## src/rtl/sr_latch_bank_ctrl.sv

```systemverilog
// Sequencing controller and round-robin arbiter for a bank of gated SR latches.
// A granted request walks SETUP -> PULSE -> HOLD -> CHECK. The set and reset lines
// come from one captured op bit, so they can never both be high.
module sr_latch_bank_ctrl #(
    parameter int unsigned N_REQ        = 4,
    parameter int unsigned WIDTH        = 8,
    parameter int unsigned PULSE_CYCLES = 2
) (
    input  logic                   clk,
    input  logic                   reset,
    input  logic [N_REQ-1:0]       req,
    input  logic [N_REQ-1:0]       req_op,
    input  logic [N_REQ*WIDTH-1:0] req_mask,
    input  logic [WIDTH-1:0]       q_in,
    output logic [N_REQ-1:0]       gnt,
    output logic [WIDTH-1:0]       latch_set,
    output logic [WIDTH-1:0]       latch_reset,
    output logic                   latch_en,
    output logic                   busy,
    output logic                   done,
    output logic                   err
);

    localparam int unsigned PtrW = (N_REQ > 1) ? $clog2(N_REQ) : 1;

    typedef enum logic [2:0] {StIdle, StSetup, StPulse, StHold, StCheck} state_e;

    state_e             state_q, state_d;
    logic [PtrW-1:0]    ptr_q, ptr_d;
    logic [PtrW-1:0]    idx_q, idx_d;
    logic               op_q, op_d;
    logic [WIDTH-1:0]   mask_q, mask_d;
    logic [3:0]         cnt_q, cnt_d;
    logic [N_REQ-1:0]   gnt_q, gnt_d;
    logic [WIDTH-1:0]   set_q, set_d;
    logic [WIDTH-1:0]   rst_q, rst_d;
    logic               en_q, en_d;
    logic               busy_q, busy_d;
    logic               done_q, done_d;
    logic               err_q, err_d;

    logic [2*N_REQ-1:0] req_rot;
    logic               found;
    int                 sel_int;
    logic               sel_op;
    logic [WIDTH-1:0]   sel_mask;
    logic [N_REQ-1:0]   sel_onehot;
    logic               chk_err;
    logic [PtrW-1:0]    ptr_after;

    // Rotating-priority pick: first requester at or after ptr, wrapping.
    always_comb begin
        req_rot    = {req, req} >> ptr_q;
        found      = 1'b0;
        sel_int    = 0;
        sel_op     = 1'b0;
        sel_mask   = '0;
        sel_onehot = '0;
        for (int k = 0; k < int'(N_REQ); k++) begin
            if (!found && req_rot[k]) begin
                found   = 1'b1;
                sel_int = int'(ptr_q) + k;
            end
        end
        if (sel_int >= int'(N_REQ)) begin
            sel_int = sel_int - int'(N_REQ);
        end
        for (int i = 0; i < int'(N_REQ); i++) begin
            if (i == sel_int) begin
                sel_op        = req_op[i];
                sel_mask      = req_mask[i*WIDTH +: WIDTH];
                sel_onehot[i] = 1'b1;
            end
        end
    end

    assign chk_err   = ((q_in & mask_q) != (op_q ? mask_q : '0));
    assign ptr_after = (idx_q == PtrW'(N_REQ - 1)) ? '0 : idx_q + 1'b1;

    // Next-state and registered-output decode.
    always_comb begin
        state_d = state_q;
        ptr_d   = ptr_q;
        idx_d   = idx_q;
        op_d    = op_q;
        mask_d  = mask_q;
        cnt_d   = cnt_q;
        gnt_d   = gnt_q;
        set_d   = set_q;
        rst_d   = rst_q;
        en_d    = 1'b0;
        done_d  = 1'b0;
        err_d   = 1'b0;

        unique case (state_q)
            // CHECK behaves like IDLE for arbitration so a pending request is
            // granted on the same edge that ends the transaction.
            StIdle, StCheck: begin
                state_d = StIdle;
                gnt_d   = '0;
                set_d   = '0;
                rst_d   = '0;
                if (found) begin
                    state_d = StSetup;
                    idx_d   = PtrW'(sel_int);
                    op_d    = sel_op;
                    mask_d  = sel_mask;
                    gnt_d   = sel_onehot;
                    set_d   = sel_op ? sel_mask : '0;
                    rst_d   = sel_op ? '0 : sel_mask;
                end
            end
            StSetup: begin
                if (mask_q == '0) begin
                    state_d = StCheck;
                    set_d   = '0;
                    rst_d   = '0;
                    done_d  = 1'b1;
                    err_d   = chk_err;
                    ptr_d   = ptr_after;
                end else begin
                    state_d = StPulse;
                    en_d    = 1'b1;
                    cnt_d   = 4'd1;
                end
            end
            StPulse: begin
                if (cnt_q == 4'(PULSE_CYCLES)) begin
                    state_d = StHold;
                end else begin
                    en_d  = 1'b1;
                    cnt_d = cnt_q + 4'd1;
                end
            end
            StHold: begin
                state_d = StCheck;
                set_d   = '0;
                rst_d   = '0;
                done_d  = 1'b1;
                err_d   = chk_err;
                ptr_d   = ptr_after;
            end
            default: state_d = StIdle;
        endcase

        busy_d = (state_d != StIdle);
    end

    // State and output registers; reset clears everything, latch_en drops at once.
    always_ff @(posedge clk or posedge reset) begin
        if (reset) begin
            state_q <= StIdle;
            ptr_q   <= '0;
            idx_q   <= '0;
            op_q    <= 1'b0;
            mask_q  <= '0;
            cnt_q   <= '0;
            gnt_q   <= '0;
            set_q   <= '0;
            rst_q   <= '0;
            en_q    <= 1'b0;
            busy_q  <= 1'b0;
            done_q  <= 1'b0;
            err_q   <= 1'b0;
        end else begin
            state_q <= state_d;
            ptr_q   <= ptr_d;
            idx_q   <= idx_d;
            op_q    <= op_d;
            mask_q  <= mask_d;
            cnt_q   <= cnt_d;
            gnt_q   <= gnt_d;
            set_q   <= set_d;
            rst_q   <= rst_d;
            en_q    <= en_d;
            busy_q  <= busy_d;
            done_q  <= done_d;
            err_q   <= err_d;
        end
    end

    assign gnt         = gnt_q;
    assign latch_set   = set_q;
    assign latch_reset = rst_q;
    assign latch_en    = en_q;
    assign busy        = busy_q;
    assign done        = done_q;
    assign err         = err_q;

endmodule
```

## config.mk

```make
export PLATFORM = sky130hd
export DESIGN_NAME = sr_latch_bank_ctrl
export DESIGN_NICKNAME = d
export VERILOG_FILES = /design/src/rtl/sr_latch_bank_ctrl.sv
export SDC_FILE = /design/constraint.sdc
export NUM_CORES = 1
export LEC_CHECK = 0
export ABC_AREA = 1
export ABC_CLOCK_PERIOD_IN_PS = 1700
export CORE_MARGIN = 2
export CORE_UTILIZATION = 45
export CTS_BUF_LIST = sky130_fd_sc_hd__clkbuf_4
export CTS_CLUSTER_DIAMETER = 200
export DETAILED_ROUTE_END_ITERATION = 10
export HOLD_SLACK_MARGIN = 0.08
export PLACE_DENSITY_LB_ADDON = 0.05
export SYNTH_ARGS = -nofsm -noshare
export SYNTH_HDL_FRONTEND = slang
export SYNTH_SLANG_ARGS = --single-unit
```

## constraint.sdc

```tcl
create_clock -name clk -period 1.7 [get_ports clk]
set_input_delay 0.255 -clock clk [delete_from_list [all_inputs] [get_ports clk]]
set_output_delay 0.255 -clock clk [all_outputs]
set_load 0.1 [all_outputs]
```

Yosys cells after proc, flatten, opt, wreduce, memory -nomap -nowiden
Cells that the tools add are included.

Memories: 0. Latch bits: 0. Bits in read-only memories: 0. RAM bits: 0. Output and inout port bits: 24. Input port bits: 50. Register bits: 44. Word-level logic and storage cells: 100.

Shift-type cells: 1. Bitwise operators: 1. Equality and inequality tests: 13. Multipliers: 0. Div/mod/pow operators: 0. Magnitude comparators: 1. Reduce and logical (&&, ||, !) cells: 18. $add $sub $neg: 6. Muxes and demuxes: 47.

Operators with widths (count): $mux 32 (4); $mux 8 (10); $eq 3x32->1 const A (2); $pmux 8 s3 (2); $eq 2x32->1 const A (1); $ge 32x4->1 const B (1); $logic_not 32->1 (1); $sub 32x4->32 const B (1); $mux 1 (17); $mux 4 (3); $pmux 3 s4 (1); $and 8x8->8 (1); $logic_not 8->1 (1); $ne 8x8->1 (1); $pmux 4 s2 (1); $shr 8x2->4 (1); $add 2x2->3 const B (2); $eq 3x2->1 const B (2); $mux 2 (3); $mux 3 (2); $ne 2x2->1 const B (3); $pmux 1 s2 (3); $reduce_and 2->1 (3); $reduce_bool 3->1 (2); 14 further kinds (19).

Longest topological paths before layout
Gate-level depths: netlist of run 1.

Depth after elaboration: 21. Depth in mapped cells: 19. Gate-level depth less buffers: 17.

Worst setup path after synthesis of run 1
Ideal clock, no wire load.

Kind: register -> register. From: register ptr_q[0]. To: register mask_q[2]. Required time: 1.570 ns. Arrival time: 1.707 ns. Period minus slack after synthesis: 1.837 ns. Path buffers: 2. Stages on the path, launching flop included: 19. Setup slack: -0.137 ns. Library setup time: 0.130 ns. Path through: dfrtp_1 buf_6 inv_6 nand2_2 nand2_1 nand2_2 nand2_4 nor2_4 nand2_1 nand2_1 nor2_2 nand2_1 buf_6 nor2_1 nand2_1 nand3_1 nand2_1 nand2_1 o21ai_1.

Longest elaborated chain between the ends: 18. Elaborated cells on any way between the ends: 30. Classes of those cells: add/sub: 4; order compare: 1; eq/ne: 3; shift: 1; mux: 13; reduce/logical: 8.

Ends and longest elaborated chain: start: declaration (RTL line 29) `logic [PtrW-1:0] ptr_q, ptr_d;`; start signal: assignment (RTL line 167) `ptr_q <= ptr_d;`; $shr 8x2->4 (RTL line 53) `req_rot = {req, req} >> ptr_q;`; $mux 1 (RTL line 60) `if (!found && req_rot[k]) begin`; $logic_not 1->1 (RTL line 60); $logic_and 1x1->1 (RTL line 60); $mux 1 (RTL line 60); $logic_not 1->1 (RTL line 60); $logic_and 1x1->1 (RTL line 60); $mux 1 (RTL line 60); $logic_not 1->1 (RTL line 60); $logic_and 1x1->1 (RTL line 60); $mux 32 (RTL line 60); $sub 32x4->32 / $ge 32x4->1 (equally long branches) (RTL line 66, 65); $mux 32 (RTL line 65) `if (sel_int >= int'(N_REQ)) begin`; $logic_not 32->1 (RTL line 69) `if (i == sel_int) begin`; $mux 8 (4 in a row) (RTL line 69); end signal: assignment (RTL line 170) `mask_q <= mask_d;`; end: declaration (RTL line 32) `logic [WIDTH-1:0] mask_q, mask_d;`.

Several ways; a longest one is shown, not always the timed one. A chain may end at the register's enable or synchronous reset.

Final worst setup path of run 1
From: register ptr_q[0]. To: register set_q[3] (netlist: latch_set[3]).

Longest elaborated chain between the ends: 21. Elaborated cells on any way between the ends: 36. Classes of those cells: add/sub: 4; order compare: 1; eq/ne: 3; shift: 1; mux: 20; reduce/logical: 7.

Ends and longest elaborated chain: $shr 8x2->4 (RTL line 53); $mux 1 (RTL line 60); $logic_not 1->1 (RTL line 60); $logic_and 1x1->1 (RTL line 60); $mux 1 (RTL line 60); $logic_not 1->1 (RTL line 60); $logic_and 1x1->1 (RTL line 60); $mux 1 (RTL line 60); (+2 left out); $mux 32 (RTL line 60); $sub 32x4->32 / $ge 32x4->1 (equally long branches) (RTL line 66, 65); $mux 32 (RTL line 65); $logic_not 32->1 (RTL line 69); $mux 8 / $mux 1 (equally long branches) (4 in a row) (RTL line 69); $mux 8 (RTL line 109) `set_d = sel_op ? sel_mask : '0;`; $mux 8 * (RTL line 103) `if (found) begin`; $pmux 8 s3 * (RTL line 95) `unique case (state_q)`; end signal: assignment (RTL line 173) `set_q <= set_d;`; end: declaration (RTL line 35) `logic [WIDTH-1:0] set_q, set_d;`.

Every way passes the cells marked *; elsewhere a longest branch is shown, timed or not.

==> parameters.txt, run 1 <==
Parameter                              Value

Die
  Std-Cell Rows ... 27
  Core Footprint ... between 5000 and 6000 µm²
  Starting density of the core ... 0.467
  Vertical extent of the die ... 79.8 µm
  Num ports ... 74
  Area of the die ... 6370 µm²
  Die span in x ... roughly 80 µm

Setup path
  FF-to-FF Start ... ptr_q[0]
  Crit Reg-Reg Endpoint ... latch_set[3]
  Critical path endpoint category ... register
  Maximum fanout along the worst path ... 7
  WP data required ... approximately 2000 ps
  R2r worst-path depth ... 12
  FF-to-FF setup slack ... -370 ps
  Critical setup path kind ... reg2reg
  Startpoint class of the critical path ... register
  CP Data Arrival Time ... around 2400 ps

Logic synthesis
  Compound-cell area share of the yosys netlist ... 0.102
  Post-synthesis register bit count ... 44
  Share of synthesized registers carrying an async set or reset ... 1.00
  Number of enable flip-flop cells after synthesis ... 0
  Xor-xnor portion of the synthesized cell area ... 0.00339
  Number of instances in the synthesized netlist ... around 340
  Part of the Yosys area used for sequential elements ... 0.426
  Portion of netlist area occupied by mux cells ... 0
  Main flop type after synthesis ... dfrtp_1
  Synth Area in Adders ... 0.0194
  Library cell occupying the most area in the post-synthesis netlist ... dfrtp_1
  Area fraction of the dominant cell type after synthesis ... 0.426
  Synthesis warning total ... 0
  Combined area of all synthesized cells ... 2580 µm²
  Number of nets produced by synthesis ... 398
  Count of unique library cells instantiated by Yosys ... 36
  Simple logic cell fraction of the synthesized area ... 0.370
  Largest family of logic cells by synthesized area ... simple AND/OR/NAND/NOR gates
  Leading cell types by total area after synthesis ... dfrtp_1 (43%), nand2_1 (18%), nand3_1 (4.3%)
  Mean cell area of the mapped netlist ... approximately 7.5 µm²

Cells and area
  Most frequent cells in the layout ... nand2_1 (100), clkdlybuf4s50_1 (49), dfrtp_1 (43), buf_4 (32), inv_1 (28)
  Layout Nets ... a little over 500
  Area taken by flip-flops and latches ... roughly 1100 µm²
  Share of post-route cells with drive strength above 1 ... 0.310
  Number of antenna cells inserted ... 0
  # fillers ... around 390
  Layout Utilization ... 0.767
  Area of the multi-input gates ... 1530 µm²
  Layout Area Growth over Synthesis ... 64.3%
  Most frequent standard cell in the layout excluding fill and tap cells ... nand2_1
  Non-Filler Cell Area, Final ... between 4000 and 5000 µm²

Detailed routing
  Count of vias placed by the detailed router ... 2,684
  Number of design rule violations left after detail routing ... 0
  Drt initial violations ... between 150 and 200
  WL final ... 7.38 mm
  Detail-routed via count per cell ... between 5 and 6
  Drt pass-1 iters ... 6
  Remaining number of nets flagged by the antenna check after routing ... 0
  Mean routed wirelength per cell ... about 14 µm

Timing
  Pins Over Slew Limit ... 0
  Worst hold slack across all endpoints ... 235 ps
  Final setup slack of the worst path ... -368 ps
  Slew headroom ... 0.331
  Worst Tran Pin Value ... 1000 ps
  Part of the cycle the worst path needs ... 1.22
  Setup repair after global routing missed its margin ... true
  Finish-stage setup viols ... 31
  Maximum clock skew at final layout ... around 13 ps
  Hold violation count in the final report ... 0
  Achievable frequency ... 484 MHz
  Shortest clock period the worst path allows after layout ... 2070 ps

Placement
  Cell Area, Placed ... ~3900 µm²
  Sum of net half-perimeters after detailed placement ... between 5 and 6 mm
  Final weighted congestion of routability-driven global placement ... around 0.83
  Port-buffer cells ... 73
  Post-Place Setup Slack ... -695 ps

CTS
  Clock slew seen by the registers of the worst setup and hold paths ... between 100 and 150 ps
  H-Tree Depth ... 2
  Root buf cell ... clkbuf_4
  Max Buffers Root-to-Sink ... 2
  Clock latency on the worst-skew pair ... roughly 350 ps
  Post-cts hold buffer count ... 0
  Total number of clock tree sinks ... 44
  TritonCTS clock tree ... built
  Number of buffers created by CTS ... 5

Run
  Maxcap violations ... 0

Global routing
  Number of antenna violations at the first check in global routing ... 0
  Global-route wire length before repair ... approximately 12 mm
  Maximum number of pins on one net before global-route repair ... 45
  Vias in the first global route ... 2,587
  Global-route congestion overflow total ... 0
  Gr usage total ... 0.240

Run status
  Violations in the final reports ... setup timing
  Status ... finished with violations

Hold path
  Hold Path Class ... in2async
[metal layers]
layer,global-route usage,share of wire
met5,0,0
met4,0.0763,0.022
met3,0.0498,0.037
met2,0.434,0.53
met1,0.283,0.41
[cell families (layout without fill, tap and decap cells)]
family / count (synthesis) / count (layout)
and+or+nand+nor: 203 / 203
AOI/OAI and AO/OA: 47 / 47
DFF: 44 / 44
xor gates and xnor gates: 1 / 1
buffers and inverters: 45 / 156
adders and majority gates: 4 / 4
[repair_timing]
| action | CTS | global route |
|---|---|---|
| buffers inserted | 3 | 9 |
| pin swaps | 7 | 18 |
| gates resized for setup | 19 | 39 |
| setup endpoints to repair | 33 | 36 |
[synthesized netlist by cell type (2+ instances only)]
cell type / number
a21oi_1: 10
buf_4: 2
buf_6: 3
clkbuf_1: 3
dfrtp_1: 44
ha_1: 4
inv_1: 29
inv_2: 6
nand2_1: 124
nand2_2: 7
nand2_4: 2
nand3_1: 22
nand3_2: 4
nand3b_1: 5
nand4_1: 6
nor2_1: 17
nor2_2: 5
nor4_1: 3
o21ai_0: 18
o21ai_1: 12
or2_0: 3
[flip-flops by register name, indices dropped and copies added (netlist names)]
signal / cells
state_q: 3
ptr_q: 2
err: 1
gnt: 4
latch_set: 8
latch_reset: 8
busy: 1
op_q: 1
idx_q: 2
done: 1
latch_en: 1
mask_q: 8
cnt_q: 4
[worst max-delay path: stages, from the launching register on]
cell     delay (ps)
dfrtp_2         500
inv_8            80
buf_12          130
ha_4            250
nand2_2          90
nand3_2          80
nor2_4          220
buf_4           150
nand3_2          80
nand4_1         130
buf_6           140
nand3_1          80
nand2_1          80
[area by class of cell]
| cell class | instances | area share |
|---|---|---|
| flip-flops and latches | 44 | 0.260 |
| clock buffers | 5 | 0.00884 |
| repair buffers | 113 | 0.313 |
| multi-input cells | 255 | 0.360 |
| clock inverters | 2 | 0.00295 |
| inverters | 36 | 0.0353 |
| well taps | 72 | 0.0212 |
[how the worst max path moves through the flow]
stage	from	endpoint	slack [ps]	depth (start not counted)
after floorplan	ptr_q[0]	latch_reset[4]	-100	14
after global placement	req[1]	latch_set[1]	-600	16
after detailed placement	req[1]	latch_reset[3]	-700	15
after CTS	ptr_q[0]	mask_q[7]	-370	18
after global routing	ptr_q[0]	mask_q[0]	-480	18
final	ptr_q[0]	latch_set[3]	-370	12
[metrics by stage]
step	instances	setup TNS, ps
2_1_floorplan	344	-2010
3_3_place_gp	509	-16330
3_5_place_dp	509	-18630
4_1_cts	519	-8400
5_1_grt	527	-12810
6_report	527	-8810
Power of run 1 is left out: the tool's default activity adds up to more than one toggle a clock period on the data nets, which glitch-free logic cannot reach.
==> inputs of run 2 (changes only) <==
--- a/config.mk
+++ b/config.mk
@@ -5,13 +5,13 @@
 export SDC_FILE = /design/constraint.sdc
 export NUM_CORES = 1
 export LEC_CHECK = 0
-export ABC_AREA = 1
 export ABC_CLOCK_PERIOD_IN_PS = 1700
 export CORE_MARGIN = 2
-export CORE_UTILIZATION = 45
+export CORE_UTILIZATION = 48
 export CTS_BUF_LIST = sky130_fd_sc_hd__clkbuf_4
 export CTS_CLUSTER_DIAMETER = 200
 export DETAILED_ROUTE_END_ITERATION = 10
+export GPL_TIMING_DRIVEN = 0
 export HOLD_SLACK_MARGIN = 0.08
 export PLACE_DENSITY_LB_ADDON = 0.05
 export SYNTH_ARGS = -nofsm -noshare
==> run 2 against run 1 <==
The run still ends with setup timing left. Clock skew grew 7.8 ps. Highest routed layer unchanged. Register-to-register slack lost 20 ps. Via count grew 43%. Synthesized cell count grew 22%. Fmax shrank 0.94%.
==> parameters.txt, run 2 <==
Parameter                              Value

Run status
  Status ... finished with violations
  Violations in the final reports ... setup timing

Global routing
  Maximum number of pins on one net before global-route repair ... 35
  Global-route wire length before repair ... approximately 18 mm
  Vias in the first global route ... approximately 3,600
  Number of antenna violations at the first check in global routing ... 0
  Gr usage total ... 0.306
  Global-route congestion overflow total ... 0

Die
  Num ports ... 74
  Core Footprint ... roughly 6800 µm²
  Std-Cell Rows ... 30
  Die span in x ... 88.2 µm
  Vertical extent of the die ... roughly 90 µm
  Area of the die ... 7780 µm²
  Starting density of the core ... 0.498

Timing
  Hold violation count in the final report ... 0
  Slew headroom ... 0.632
  Achievable frequency ... 479 MHz
  Finish-stage setup viols ... 30
  Pins Over Slew Limit ... 0
  Worst Tran Pin Value ... 555 ps
  Part of the cycle the worst path needs ... 1.23
  Maximum clock skew at final layout ... roughly 21 ps
  Shortest clock period the worst path allows after layout ... 2090 ps
  Setup repair after global routing missed its margin ... true
  Final setup slack of the worst path ... -388 ps

Logic synthesis
  Number of enable flip-flop cells after synthesis ... 0
  Cell with the most instances after synthesis ... nand2_1
  Post-synthesis register bit count ... between 40 and 50
  Leading cell types by total area after synthesis ... dfrtp_1 (32%), o211ai_1 (5.7%), nand2_1 (5.5%)
  Library cell occupying the most area in the post-synthesis netlist ... dfrtp_1
  Number of instances in the synthesized netlist ... 420
  Count of unique library cells instantiated by Yosys ... between 40 and 50
  Main flop type after synthesis ... dfrtp_1
  Number of nets produced by synthesis ... approximately 470
  Most used standard cells in the synthesized netlist ... nand2_1 (50), dfrtp_1 (44), nor2_1 (29), o211ai_1 (26), nand2b_1 (21)
  Part of the Yosys area used for sequential elements ... 0.323
  Combined area of all synthesized cells ... 3400 µm²
  Synthesis warning total ... 0
  Share of synthesized registers carrying an async set or reset ... 1.00
  Mean cell area of the mapped netlist ... between 8 and 9 µm²
  Area fraction of the dominant cell type after synthesis ... 0.323

CTS
  Total number of clock tree sinks ... 44
  Root buf cell ... clkbuf_4
  Clock latency on the worst-skew pair ... 390 ps
  H-Tree Depth ... 2
  Max Buffers Root-to-Sink ... 2
  Number of buffers created by CTS ... 5
  Clock slew seen by the registers of the worst setup and hold paths ... 160 ps
  TritonCTS clock tree ... built

Detailed routing
  WL final ... between 10 and 15 mm
  Detail-routed via count per cell ... slightly above 6
  Number of design rule violations left after detail routing ... 0
  Count of vias placed by the detailed router ... 3,850
  Drt initial violations ... between 400 and 500
  Drt pass-1 iters ... 5
  Mean routed wirelength per cell ... 19.1 µm
  Remaining number of nets flagged by the antenna check after routing ... 0

Setup path
  FF-to-FF setup slack ... -390 ps
  Maximum fanout along the worst path ... 8
  Critical setup path kind ... reg2reg
  WP data required ... between 1500 and 2000 ps
  FF-to-FF Start ... ptr_q[0]
  Critical path endpoint category ... register
  Startpoint class of the critical path ... register
  R2r worst-path depth ... 8
  CP Data Arrival Time ... roughly 2400 ps
  Crit Reg-Reg Endpoint ... gnt[1]

Pwr
  Flop pwr share ... 0.196
  Peak supply drop ... around 0.00080 V
  Power per cell area ... around 1800 nW/µm²
  Switching pwr ... just under 5 mW
  Leakage ... approximately 2.0 nW
  Relative contribution of the clock network to total power ... 0.078
  Overall power after layout ... 9.28 mW
  Cell internal power dissipation ... roughly 4.4 mW
  Switching portion of total power ... 0.528
  Combinational Power Share ... 0.726

Cells and area
  Number of antenna cells inserted ... 0
  Most frequent standard cell in the layout excluding fill and tap cells ... nand2_1
  Layout Nets ... 579
  Most frequent cells in the layout ... nand2_1 (49), dfrtp_1 (43), clkdlybuf4s50_1 (43), o211ai_1 (26), nor2_1 (25)
  Share of post-route cells with drive strength above 1 ... 0.293
  Layout Area Growth over Synthesis ... 50.2%
  Non-filler cells in the finished layout ... around 620

Hold path
  Hold Path Class ... in2async

Run
  Maxcap violations ... 0

Placement
  Port-buffer cells ... between 60 and 70
  Final weighted congestion of routability-driven global placement ... between 0.8 and 0.9
  Instance count after placement with tap cells included ... roughly 600
  Sum of net half-perimeters after detailed placement ... 7.90 mm
run 2: changes by cell type after synthesis, sizes merged, moves of 9 or more:
cell / delta
nand2: -83
nor3b: +19
o2111ai: +16
nand2b: +21
clkbuf: +15
o21ai: -9
buf: +12
inv: -21
nor3: +9
mux2i: +16
o211ai: +25
or3: +10
a21o: +9
a31oi: +9
run 2: worst max path at each step:
stage | start | endpoint | slack (ps) | depth (start not counted)
4_1_cts | ptr_q[0] | gnt[0] | -350 | 8
6_report | ptr_q[0] | gnt[1] | -390 | 8
3_3_place_gp | req[1] | mask_q[1] | -1190 | 9
2_1_floorplan | ptr_q[0] | mask_q[0] | -220 | 7
3_5_place_dp | req[1] | mask_q[1] | -1210 | 9
5_1_grt | ptr_q[0] | gnt[1] | -420 | 10
run 2: repair_timing:
item	4_1_cts	5_1_grt
hold buffers	0	0
pin swaps	34	16
resized for setup	152	43
cloned	4	0
buffers inserted	22	4
endpoints found under the setup margin	61	38
endpoints found under the hold margin	0	0
run 2: final cells by class:
class	instances	area (µm²)
clock inverters	3	47.5
multi-input cells	326	2460
clock buffers	5	37.5
well taps	96	120
flip-flops and latches	44	1100
plain buffers	34	308
repair buffers	99	982
fillers	516	1720
inverters	15	58.8
run 2: worst max-delay path: stages (launching register included):
cell	delay (ps)
dfrtp_1	450
buf_6	150
nand2b_4	130
or4_4	460
nor2_4	130
o21bai_4	100
o21a_4	170
buf_6	140
a32o_1	250
run 2: cells by family (layout without fill, tap and decap cells):
kind of cell,count (synthesis),in the layout,synth area share
flops,44,44,0.323
xor+xnor,1,1,0.00257
mux,17,17,0.0503
fa+ha+maj,4,4,0.0147
compound gates,121,122,0.258
buf+inv,51,156,0.0673
simple gates,182,182,0.284
run 2: stage by stage:
stage               TNS (ps)  hold slack, ps  setup WS (ps)   util  instance area [µm²]
detailed placement    -32630             470          -1210  0.633                 4330
floorplan              -6210             454           -223      -                 3490
global route          -11230             112           -425  0.749                 5110
global placement      -54350             465          -1190  0.630                 4310
finish                 -9600             117           -388  0.749                 5110
CTS                    -9100             108           -346  0.720                 4920
run 2: per-layer routing:
| metal | wire [µm] | vias to the layer above | track usage |
|---|---|---|---|
| met5 | 0 | - | 0 |
| met4 | 365 | 0 | 0.0964 |
| met3 | 986 | 40 | 0.0457 |
| met2 | 5700 | 225 | 0.514 |
| met1 | 4810 | 1813 | 0.408 |
| li1 | - | 1772 | - |
run 2: power groups by stage:
stage               Clock, mW  Sequential, mW  Combinational [mW]
floorplan                   0            2.94                2.75
global placement            0            1.76                5.20
detailed placement          0            1.77                5.27
CTS                     0.724            1.76                6.24
global route            0.760            1.87                7.12
finish                  0.722            1.82                6.74
Power figures use the tool's default switching activity.
==> inputs of run 3 (changes only) <==
--- a/config.mk
+++ b/config.mk
@@ -11,7 +11,6 @@
 export CTS_BUF_LIST = sky130_fd_sc_hd__clkbuf_4
 export CTS_CLUSTER_DIAMETER = 200
 export DETAILED_ROUTE_END_ITERATION = 10
-export GPL_TIMING_DRIVEN = 0
 export HOLD_SLACK_MARGIN = 0.08
 export PLACE_DENSITY_LB_ADDON = 0.05
 export SYNTH_ARGS = -nofsm -noshare
==> run 3 against run 2 <==
The run still ends with setup timing left. Count of clock-buffer cells in the layout is the same. Clock power is 9.4% lower. Global-route usage shrank 3.2 points. Wire length fell by 6.1%. Via count shrank 1.2%. Power increased by 8.2%. Critical endpoint unchanged. Highest routed layer unchanged.
==> parameters.txt, run 3 (synthesis results as in run 2) <==
Parameter                              Value

Cells and area
  Share of post-route cells with drive strength above 1 ... 0.278
  Number of antenna cells inserted ... 0
  Most frequent cells in the layout ... nand2_1 (48), clkdlybuf4s50_1 (48), buf_4 (48), dfrtp_1 (43), buf_12 (37)
  Layout Utilization ... 0.795
  Layout Area Growth over Synthesis ... 59.5%
  Area taken by flip-flops and latches ... approximately 1100 µm²
  # fillers ... between 400 and 500
  Area of the multi-input gates ... between 2000 and 2500 µm²
  Layout Nets ... a little under 600

Pwr
  Switching portion of total power ... 0.485
  Flop pwr share ... 0.187
  Peak supply drop ... between 0.001 and 0.0015 V
  Switching pwr ... slightly below 5 mW
  Leakage ... 2.21 nW
  Relative contribution of the clock network to total power ... 0.065
  Combinational Power Share ... 0.748
  Power per cell area ... 1850 nW/µm²
  Cell internal power dissipation ... slightly above 5 mW
  Overall power after layout ... between 10 and 15 mW

Setup path
  CP Data Arrival Time ... 2270 ps
  Launch point of the worst path ... ptr_q[0]
  Critical path endpoint category ... register
  Critical setup path kind ... reg2reg
  Startpoint class of the critical path ... register
  R2r worst-path depth ... 8
  Setup crit end ... gnt[1]
  Cell breakdown of the critical path ... buf_6 > nand2b_4 > or4_4 > nor2_4 > o21bai_4 > o21a_4 > buf_12 > a32o_1
  WP data required ... 1950 ps
  Critical path depth in cells ... 8
  Slowest Stage Delay on Critical Path ... 470 ps
  FF-to-FF setup slack ... -320 ps
  Crit Reg-Reg Endpoint ... gnt[1]
  Slowest library cell on the worst path ... dfrtp_2
  FF-to-FF Start ... ptr_q[0]
  Maximum fanout along the worst path ... 8
  Crit path buf inv count ... 2
  Cell family with the largest share of critical-path delay ... simple AND/OR/NAND/NOR gates

CTS
  Post-cts hold buffer count ... 0
  TritonCTS clock tree ... built
  Number of buffers created by CTS ... 5
  Total number of clock tree sinks ... between 40 and 50
  Clock slew seen by the registers of the worst setup and hold paths ... approximately 130 ps
  H-Tree Depth ... 2
  Max Buffers Root-to-Sink ... 2
  Root buf cell ... clkbuf_4
  Clock latency on the worst-skew pair ... between 300 and 400 ps

Run status
  Status ... finished with violations
  Violations in the final reports ... setup timing

Detailed routing
  Mean routed wirelength per cell ... 17.6 µm
  Drt pass-1 iters ... 5
  Detail-routed via count per cell ... 6.02
  WL final ... roughly 11 mm
  Remaining number of nets flagged by the antenna check after routing ... 0
  Number of design rule violations left after detail routing ... 0
  Count of vias placed by the detailed router ... between 3,000 and 4,000
  Drt initial violations ... ~260

Timing
  Final setup slack of the worst path ... -317 ps
  Worst Tran Pin Value ... about 400 ps
  Finish-stage setup viols ... 30
  Setup repair after global routing missed its margin ... true
  Hold violation count in the final report ... 0
  Worst hold slack across all endpoints ... between 200 and 250 ps
  Maximum clock skew at final layout ... 18.5 ps
  Shortest clock period the worst path allows after layout ... 2020 ps
  Achievable frequency ... 496 MHz
  Pins Over Slew Limit ... 0
  Slew headroom ... 0.723
  Part of the cycle the worst path needs ... 1.19

Global routing
  Maximum number of pins on one net before global-route repair ... 45
  Gr usage total ... 0.274
  Global-route wire length before repair ... about 17 mm
  Global-route congestion overflow total ... 0
  Vias in the first global route ... 3,474
  Number of antenna violations at the first check in global routing ... 0

Placement
  Sum of net half-perimeters after detailed placement ... slightly below 8 mm
  Port-buffer cells ... 73
  Final weighted congestion of routability-driven global placement ... approximately 0.90

Die
  Num ports ... 74
  Die span in x ... 88.2 µm
  Std-Cell Rows ... 30
  Area of the die ... 7780 µm²
  Core Footprint ... between 6000 and 7000 µm²
  Starting density of the core ... 0.498
  Vertical extent of the die ... a little under 90 µm

Hold path
  Hold Path Class ... in2async

Run
  Maxcap violations ... 0
[run 3: changes by cell type in the layout (fill, tap and decap cells not counted), sizes merged]
cell / previous run / this run
buf: 48 / 91
clkdlybuf4s15: 24 / 0
clkbuf: 21 / 9
clkdlybuf4s50: 43 / 48
clkinv: 2 / 3
dlygate4sd2: 2 / 1
inv: 15 / 14
o21bai: 2 / 1
[run 3: layout make-up]
cell class                 instances  share of cell area
timing repair buffer             144               0.323
sequential                        44               0.203
clock inverter                     3             0.00691
tap                               96              0.0221
clock buffer                       5             0.00691
inverter                          15              0.0104
multi-input combinational        325               0.428
[run 3: timing repair]
action | in CTS | in global routing
pin swaps | 3 | 24
setup buffers | 1 | 3
gates resized for setup | 9 | 42
gates cloned | 0 | 6
setup endpoints to repair | 33 | 36
[run 3: how the worst min path moves through the flow]
stage	slack, ps	end	depth (start not counted)	from
after floorplan	450	idx_q[1]	2	idx_q[1]
after global placement	480	idx_q[1]	2	idx_q[1]
after detailed placement	500	idx_q[1]	2	idx_q[1]
after CTS	240	cnt_q[2]	3	reset
after global routing	240	busy	3	reset
final	230	busy	3	reset
[run 3: tightest hold or removal path: stages]
cell	delay, ps
clkdlybuf4s50_1	410
clkinv_1	70
buf_12	240
[run 3: routing by layer]
layer / track usage / routed length (µm) / vias to the layer above
met4: 0.0606 / 150 / 0
met2: 0.446 / 5470 / 153
met3: 0.0289 / 726 / 15
met1: 0.396 / 4790 / 1838
li1: - / - / 1797
met5: 0 / 0 / -
[run 3: power by group through the flow]
stage | clock network [mW] | registers, mW | logic (mW)
after floorplan | 0 | 2.94 | 2.75
after global placement | 0 | 1.85 | 6.32
after detailed placement | 0 | 1.86 | 6.43
after CTS | 0.651 | 1.84 | 6.53
after global routing | 0.694 | 1.92 | 7.93
final | 0.654 | 1.88 | 7.50
[run 3: per-stage QoR]
| stage | worst slack [ps] | cells | area [µm²] | TNS (ps) |
|---|---|---|---|---|
| 2_1_floorplan | -223 | 420 | 3490 | -6210 |
| 3_3_place_gp | -553 | 614 | 5000 | -16720 |
| 3_5_place_dp | -629 | 614 | 5000 | -18350 |
| 4_1_cts | -281 | 623 | 5130 | -7270 |
| 5_1_grt | -391 | 632 | 5430 | -10410 |
| 6_report | -317 | 632 | 5430 | -8140 |
